### config.mk
export PLATFORM = sky130hd
export DESIGN_NAME = ucr_hash_core
export DESIGN_NICKNAME = d
export VERILOG_FILES = /design/src/rtl/ucr_hash_core.sv
export SDC_FILE = /design/constraint.sdc
export NUM_CORES = 1
export LEC_CHECK = 0
export ABC_AREA = 1
export BUFFER_PORTS_ARGS = -buffer_cell sky130_fd_sc_hd__buf_4
export CORE_MARGIN = 2
export CORE_UTILIZATION = 45
export DETAILED_ROUTE_END_ITERATION = 16
export HOLD_SLACK_MARGIN = 0.15
export REMOVE_ABC_BUFFERS = 1
export SYNTH_ARGS = -nofsm -noshare
export SYNTH_HDL_FRONTEND = slang
export SYNTH_SLANG_ARGS = --single-unit
### constraint.sdc
create_clock -name clk -period 12.5 [get_ports clk]
set_input_delay 1.25 -clock clk [delete_from_list [all_inputs] [get_ports clk]]
set_output_delay 1.25 -clock clk [all_outputs]
set_load 0.005 [all_outputs]
### src/rtl/ucr_hash_core.sv
`default_nettype none
// ============================================================================
// Module      : ucr_hash_core
// Description : Sequential 24-bit micro-UCR hash engine; one 128-bit block in
//               flight, 16 expansion cycles, 32 rounds, result pulse on ready.
// Revision    : 1.0 - initial release
// ============================================================================
module ucr_hash_core #(
    parameter int         ROUNDS = 32,
    parameter logic [7:0] K_LO   = 8'h99,
    parameter logic [7:0] K_HI   = 8'hA1
) (
    input  logic         clk,
    input  logic         reset,
    input  logic         hash_init,
    input  logic         valid,
    input  logic [127:0] block_in,
    output logic [23:0]  hash,
    output logic         hash_ready,
    output logic         busy
);

    localparam logic [4:0] c_ST_IDLE   = 5'b00001;
    localparam logic [4:0] c_ST_EXPAND = 5'b00010;
    localparam logic [4:0] c_ST_ROUND  = 5'b00100;
    localparam logic [4:0] c_ST_FINAL  = 5'b01000;
    localparam logic [4:0] c_ST_DONE   = 5'b10000;

    localparam logic [4:0] c_LAST_IDX  = 5'(ROUNDS - 1);
    localparam logic [4:0] c_K_SWITCH  = 5'd16;
    localparam logic [4:0] c_EXP_START = 5'd16;

    logic [4:0]  r_state;
    logic [4:0]  r_cnt;
    logic [7:0]  r_w [0:31];
    logic [7:0]  r_a;
    logic [7:0]  r_b;
    logic [7:0]  r_c;
    logic [23:0] r_hash;
    logic        r_hash_ready;
    logic        r_busy;

    logic [4:0]  w_im3;
    logic [4:0]  w_im9;
    logic [4:0]  w_im14;
    logic [7:0]  w_exp_word;
    logic [7:0]  w_x;
    logic [7:0]  w_k;
    logic [7:0]  w_c_next;

    // Message-schedule taps wrap naturally in 5 bits; only indices 16..31 are used.
    assign w_im3      = r_cnt - 5'd3;
    assign w_im9      = r_cnt - 5'd9;
    assign w_im14     = r_cnt - 5'd14;
    assign w_exp_word = r_w[w_im3] | (r_w[w_im9] ^ r_w[w_im14]);

    assign w_x        = (r_cnt <= c_K_SWITCH) ? (r_a ^ r_b) : (r_a ^ r_c);
    assign w_k        = (r_cnt <= c_K_SWITCH) ? K_LO : K_HI;
    assign w_c_next   = w_x + w_k + r_w[r_cnt];

    always_ff @(posedge clk or negedge reset) begin
        if (!reset) begin
            r_state      <= c_ST_IDLE;
            r_cnt        <= '0;
            r_a          <= '0;
            r_b          <= '0;
            r_c          <= '0;
            r_hash       <= '0;
            r_hash_ready <= 1'b0;
            r_busy       <= 1'b0;
            for (int j = 0; j < 32; j++) begin
                r_w[j] <= '0;
            end
        end else begin
            r_hash_ready <= 1'b0;
            case (r_state)
                c_ST_IDLE: begin
                    if (hash_init && valid) begin
                        for (int j = 0; j < 16; j++) begin
                            r_w[j] <= block_in[8*j +: 8];
                        end
                        r_cnt   <= c_EXP_START;
                        r_busy  <= 1'b1;
                        r_state <= c_ST_EXPAND;
                    end
                end
                c_ST_EXPAND: begin
                    r_w[r_cnt] <= w_exp_word;
                    r_cnt      <= r_cnt + 5'd1;
                    if (r_cnt == 5'd31) begin
                        r_a     <= 8'h01;
                        r_b     <= 8'h89;
                        r_c     <= 8'hFE;
                        r_state <= c_ST_ROUND;
                    end
                end
                c_ST_ROUND: begin
                    r_a   <= r_b ^ r_c;
                    r_b   <= {r_c[3:0], 4'h0};
                    r_c   <= w_c_next;
                    r_cnt <= r_cnt + 5'd1;
                    if (r_cnt == c_LAST_IDX) begin
                        r_state <= c_ST_FINAL;
                    end
                end
                c_ST_FINAL: begin
                    // Feed-forward of the initial chaining values.
                    r_a     <= r_a + 8'h01;
                    r_b     <= r_b + 8'h89;
                    r_c     <= r_c + 8'hFE;
                    r_state <= c_ST_DONE;
                end
                c_ST_DONE: begin
                    r_hash       <= {r_a, r_b, r_c};
                    r_hash_ready <= 1'b1;
                    r_busy       <= 1'b0;
                    r_state      <= c_ST_IDLE;
                end
                default: begin
                    r_busy       <= 1'b0;
                    r_hash_ready <= 1'b0;
                    r_state      <= c_ST_IDLE;
                end
            endcase
        end
    end

    assign hash       = r_hash;
    assign hash_ready = r_hash_ready;
    assign busy       = r_busy;

endmodule
`default_nettype wire

==> results of run 1 <==
-- cell usage after synthesis (3+ instances only) --
library cell,count
nor3_1,7
nand2_1,1885
nand3_1,642
or2_2,6
buf_2,78
clkinv_1,5
xor2_4,5
nand2_2,5
nor2_4,5
buf_4,25
o22ai_1,11
inv_1,232
nor4_1,6
nor2_2,11
o21ai_0,176
buf_6,24
o31ai_1,3
inv_2,19
a311oi_1,6
buf_1,17
dfrtp_1,315
o21ai_1,15
xnor2_1,8
a21oi_1,58
clkbuf_1,64
o211ai_1,21
xor2_1,14
a31oi_1,14
nand4_1,3
nand3_2,6
nor2_1,69
ha_1,25
-- metrics by stage --
step / setup slack [ns] / hold WS [ns] / area (um2) / util (%) / TNS, ns
4_1_cts: 6.61 / 0.480 / 26000 / 50.5 / 0
3_3_place_gp: 6.61 / 0.466 / 24700 / 47.9 / 0
6_report: 6.40 / 0.475 / 26000 / 50.5 / 0
3_5_place_dp: 6.63 / 0.466 / 24700 / 47.9 / 0
2_1_floorplan: -1.03 / 0.449 / 22400 / - / -221.89
5_1_grt: 5.99 / 0.511 / 26000 / 50.5 / 0
-- cells in the final DEF (no fill, tap or decap), types with 18 or more instances in the layout --
cell type / count
ha_1: 24
nor2_1: 69
a21oi_1: 58
clkbuf_16: 40
o211ai_1: 21
inv_2: 18
dfrtp_1: 313
nand3_1: 642
buf_4: 190
o21ai_0: 176
nand2_1: 1885
inv_1: 231
-- state kept, by name, indices dropped and copies added (netlist names) --
signal / count
busy: 1
hash: 24
hash_ready: 1
r_a: 8
r_b: 8
r_c: 8
r_cnt: 5
r_state: 5
r_w: 256
-- area by class of cell --
type | count | area [um2] | share of cell area [%]
clock buffer | 54 | 1140 | 4.39
timing repair buffer | 191 | 1440 | 5.54
clock inverter | 16 | 210 | 0.807
sequential | 316 | 7920 | 30.4
inverter | 258 | 980 | 3.76
tap | 680 | 851 | 3.27
multi-input combinational | 3026 | 13500 | 51.8
-- kinds of logic after synthesis --
kind of cell	Yosys count
simple gates	2656
flops	316
fa+ha+maj	27
compound gates	314
xor+xnor	29
buf+inv	466
-- routing by layer --
layer	up-vias	part of all wire, %	track usage, %
met5	-	0	0
met4	0	5.4	16.1
met3	239	8.2	5.13
met2	1145	43	51.6
met1	11805	44	48.1
li1	12197	-	-
-- worst reg2reg max path, stage by stage, from the launching register on --
cell,delay [ns]
dfrtp_4,0.73
inv_6,0.43
buf_4,0.60
buf_4,0.65
buf_4,0.79
nand2_1,0.16
a21oi_1,0.18
nor3_1,0.07
nor4_1,0.48
a21oi_1,0.24
fa_1,0.58
inv_1,0.04
ha_1,0.32
nand2_1,0.08
nor3_1,0.15
nor2_1,0.08
inv_1,0.05
nand2_1,0.04
nand2_1,0.07
inv_1,0.04
nand2_1,0.05
nand3_1,0.07
a21oi_1,0.13
-- worst max-delay path by stage --
| stage | from | end | slack (ns) | depth (start not counted) |
|---|---|---|---|---|
| floorplan | r_cnt[0]$_DFFE_PN0P_ | r_w[194]$_DFFE_PN0P_ | -1.03 | 12 |
| global placement | r_cnt[0]$_DFFE_PN0P_ | r_c[7]$_DFFE_PN0P_ | 6.61 | 21 |
| detailed placement | r_cnt[0]$_DFFE_PN0P_ | r_c[7]$_DFFE_PN0P_ | 6.63 | 22 |
| CTS | r_cnt[0]$_DFFE_PN0P_ | r_c[7]$_DFFE_PN0P_ | 6.61 | 22 |
| global route | r_cnt[0]$_DFFE_PN0P_ | r_c[7]$_DFFE_PN0P_ | 5.99 | 22 |
| finish | r_cnt[0]$_DFFE_PN0P_ | r_c[7]$_DFFE_PN0P_ | 6.40 | 22 |
==> out/metrics.yaml, run 1 <==
synth_mux_area_share_pct: 0
whs_endpoint: "r_w[66]$_DFFE_PN0P_"
r2r-start: "r_cnt[0]$_DFFE_PN0P_"
yosysTopAreaCell: "dfrtp_1"
status: "complete, no violations"
groute.usage.overall_pct: 34.2
worstSetupStartpointType: "flop"
crit_path_end_kind: "flop"
syn-mean-instance-area_um2: 6.17
synthTopCellsByArea: "dfrtp_1 (34%), nand2_1 (30%), nand3_1 (14%)"
path_delay_family: "buffers and inverters"
yosysWarnings: 0
regToRegSetupSlack_ns: 6.40
slowest_stage: "buf_4"
seq_area_frac_synth_pct: 33.6
drive_above_1_share_pct: 8.52
die_width_um: 233
slew_viol_final: 0
clk_path_buf_depth: 3
required_ns: 13.00
start_util_pct: 45.6
dpl.cell_count: 4471
io_pins: 158
cp_common_cell: "nand2_1"
wl_per_cell_um: 20.3
dr.first_iter.drc_count: 3117
grt_pass1_vias: 23435
via_per_inst: 5.59
vias: 25386
postSynth.asyncResetShare_pct: 100
worstSetupPathType: "reg -> reg"
fin_crit_ns: 6.10
row_count: 83
area_delta_synth_final_pct: 10.8
ant_nets: 0
fin_skew_ns: 0.0199
gr-total-overflow: 0
synth_compound_area_share_pct: 7.31
setup_viol: 0
root_buffer: "clkbuf_16"
drc: 0
hp-class: "reg -> reg"
nets: 3991
cts_tree: "built"
hpwl_mm: 64.5
rr_worst_depth: 22
stdcell_count: 4541
cts_resized: 0
grt_max_degree: 110
min_period_over_period_pct: 48.8
ctsHtreeMaxLevel: 2
whs_path_depth: 2
synth-simple-area-share_pct: 46.9
clock_latency_ns: 0.57
cts_hold_buf: 0
hp-start: "r_w[66]$_DFFE_PN0P_"
firstDrtPassIters: 6
maxSlewHeadroom_pct: 33.4
worst-path-buf-inv: 7
n_antenna_cell: 0
cts_setup_buffers: 0
cp_max_fo: 73
numPortBuffers: 157
fmax_mhz: 164
syn_area_mm2: 0.0235
rsz0062_at_grt: "false"
cts_buffers: 39
core-area_mm2: 0.0515
cts.clk_slew.worst_paths_ns: 0.06
dieArea_mm2: 0.0541
synth_xor_area_share_pct: 1.59
routabilityCongestion: 0.991
die_h_um: 233
synth_top_family_by_area: "simple AND/OR/NAND/NOR gates"
path_cells: "inv_6, buf_4, buf_4, buf_4, nand2_1, a21oi_1, nor3_1, nor4_1, a21oi_1, fa_1, inv_1, ha_1, nand2_1, nor3_1, nor2_1, inv_1, nand2_1, nand2_1, inv_1, nand2_1, nand3_1, a21oi_1"
synth_cell_types: 53
numClockSinks: 316
worstPathArrival_ns: 6.61
ys_ff_latch: 316
synth_fa_ha_area_share_pct: 1.50
cap_violations: 0
syn_inst: 3808
worst_slew_pin_slew_ns: 1.00
antenna_found_initial: 0
routed_wl_mm: 92.0
synth_top_cell_area_share_pct: 33.5
hold_viol_final: 0
timing.rr.end: "r_c[7]$_DFFE_PN0P_"
fillers: 5490
synth_flop_cell: "dfrtp_1"
synth_edf_count: 0
grt_pass1_wl_mm: 141
crit_path_max_incr_delay_ns: 0.74
Power of run 1 is not shown: default switching activity piles up to over one toggle a cycle in this logic, so the estimate is an artifact.
==> run 2: changes to the inputs <==
==> constraint.sdc (replaced) <==
create_clock -name clk -period 6.14 [get_ports clk]
set_input_delay 0.614 -clock clk [delete_from_list [all_inputs] [get_ports clk]]
set_output_delay 0.614 -clock clk [all_outputs]
set_load 0.005 [all_outputs]
==> out/metrics.yaml, run 2 (synthesis gave the netlist of run 1 again) <==
top_register: "r_w"  # unchanged
firstDrtPassIters: 6  # unchanged
root_buffer: "clkbuf_16"  # unchanged
fin_crit_ns: 4.64  # was 6.10 ns
final_core_util_pct: 50.5  # about the same
crit_path_end_kind: "flop"  # unchanged
routabilityCongestion: 0.994  # was 0.991
vias: 25342  # was 25386
crit_path_max_incr_delay_ns: 1.08  # was 0.74 ns
status: "complete, no violations"  # unchanged
worstSetupStartpointType: "flop"  # unchanged
drive_above_1_share_pct: 8.39  # was 8.52%
stdcell_count: 4545  # was 4541
clk_path_buf_depth: 3  # unchanged
via_per_inst: 5.58  # was 5.59
worstSetupPathType: "reg -> reg"  # unchanged
layout_common_cells: "nand2_1 (1885), nand3_1 (642), dfrtp_1 (313)"  # unchanged
grt_pass1_wl_mm: 138  # was 141 mm
hp-class: "in -> reg"  # was reg -> reg
cp_max_fo: 21  # was 73
cts_resized: 0  # unchanged
path_cells: "nand2_4, nor2_1, clkinv_1, a21oi_1, nor4_1, o21ai_0, ha_1, ha_1, a21oi_1, nand2_1, nand2_1, nand2_1, a21oi_1, nor2_1, nor2_1, nand2_1, a31oi_1"  # was inv_6, buf_4, buf_4, buf_4, nand2_1, a21oi_1, nor3_1, nor4_1, a21oi_1, fa_1, inv_1, ha_1, nand2_1, nor3_1, nor2_1, inv_1, nand2_1, nand2_1, inv_1, nand2_1, nand3_1, a21oi_1
worst-path-buf-inv: 1  # was 7
dieArea_mm2: 0.0541  # unchanged
dr.first_iter.drc_count: 3086  # was 3117
hpwl_mm: 64.3  # was 64.5 mm
hold_viol_final: 0  # unchanged
area_delta_synth_final_pct: 10.6  # was 10.8%
layout_commonest_cell: "nand2_1"  # unchanged
slew_viol_final: 0  # unchanged
core-area_mm2: 0.0515  # unchanged
clock_latency_ns: 0.58  # was 0.57 ns
grt_pass1_vias: 22741  # was 23435
routed_wl_mm: 91.3  # was 92.0 mm
numClockSinks: 316  # unchanged
start_util_pct: 45.6  # unchanged
cp_common_cell: "nand2_1"  # unchanged
wl_per_cell_um: 20.1  # was 20.3 um
ctsHtreeMaxLevel: 2  # unchanged
numPortBuffers: 157  # unchanged
die_width_um: 233  # unchanged
antenna_found_initial: 1  # was 0
worst_slew_pin_slew_ns: 1.12  # was 1.00 ns
nets: 3995  # was 3991
fin_skew_ns: 0.0180  # was 0.0199 ns
io_pins: 158  # unchanged
path_delay_family: "simple AND/OR/NAND/NOR gates"  # was buffers and inverters
drc: 0  # unchanged
gr-total-overflow: 0  # unchanged
groute.usage.overall_pct: 33.5  # was 34.2%
cts.clk_slew.worst_paths_ns: 0.06  # about the same
fmax_mhz: 215  # was 164 MHz
worstPathArrival_ns: 5.14  # was 6.61 ns
maxSlewHeadroom_pct: 25.5  # was 33.4%
dpl.cell_count: 4475  # was 4471
row_count: 83  # unchanged
rsz0062_at_grt: "false"  # unchanged
grt_max_degree: 155  # was 110
largest_reg_flops: 256  # unchanged
whs_ns: 0.267  # was 0.475 ns
min_period_over_period_pct: 75.7  # was 48.8%
setup_viol: 0  # unchanged
slowest_stage: "dfrtp_1"  # was buf_4
cap_violations: 0  # unchanged
cts_tree: "built"  # unchanged
ant_nets: 0  # unchanged
required_ns: 6.64  # was 13.00 ns
cts_buffers: 38  # was 39
die_h_um: 233  # unchanged
## run 2: cell count changes in the layout (fill, tap and decap cells not counted), sizes merged
cell / delta
buf: +4
clkinvlp: -2
bufinv: -1
diode: +1
dlygate4sd3: +1
inv: +1
## run 2: cell type report
cell class,instances,area [um2]
clock inverters,14,171
diodes,1,2.50
multi-input cells,3026,13500
clock buffers,54,1050
well taps,680,851
repair buffers,196,1530
inverters,258,980
flip-flops and latches,316,7920
fillers,5475,25500
## run 2: path summary, 6_finish.rpt
kind / startpoint / to / slack [ns] / cells after the start
worst max-delay path: r_cnt[2]$_DFFE_PN0P_ / r_c[6]$_DFFE_PN0P_ / 1.50 / 17
worst max register to register: r_cnt[2]$_DFFE_PN0P_ / r_c[6]$_DFFE_PN0P_ / 1.50 / 17
max in group asynchronous: reset / r_w[136]$_DFFE_PN0P_ / 4.17 / 3
worst min-delay path: block_in[38] / r_w[222]$_DFFE_PN0P_ / 0.27 / 3
min in group asynchronous: reset / r_w[127]$_DFFE_PN0P_ / 0.59 / 2
worst min register to register: hash[5]$_DFFE_PN0P_ / hash[5]$_DFFE_PN0P_ / 0.48 / 2
## run 2: through the flow
| step | instance area [um2] | TNS (ns) | setup slack [ns] |
|---|---|---|---|
| 6_report | 26000 | 0 | 1.50 |
| 4_1_cts | 26000 | 0 | 1.64 |
| 2_1_floorplan | 22400 | -1887.44 | -7.39 |
| 5_1_grt | 26000 | 0 | 1.20 |
| 3_3_place_gp | 24800 | 0 | 1.77 |
| 3_5_place_dp | 24800 | 0 | 1.65 |
## run 2: repair_timing
action                                 CTS  global route
setup endpoints to repair                0             0
endpoints found under the hold margin   75             0
setup buffers                            0             0
hold buffers                             1             0
## run 2: metal layers
layer  track usage, %  share of wire, %  vias to the layer above
met2             48.3                42                     1212
met4             15.9               5.0                        0
li1                 -                 -                    12213
met5                0                 0                        -
met3             6.03               9.2                      211
met1             48.4                44                    11706
## run 2: worst register-to-register path: cells and delay by family, from the launching register on
kind                     cells  cell delay [ns]
flip-flops                   1             1.08
AO/OA/AOI/OAI                5             1.07
buffers and inverters        1             0.50
AND/OR/NAND/NOR              9             1.28
adder cells (fa/ha/maj)      2             0.64
Power of run 2 is left out for the same reason.
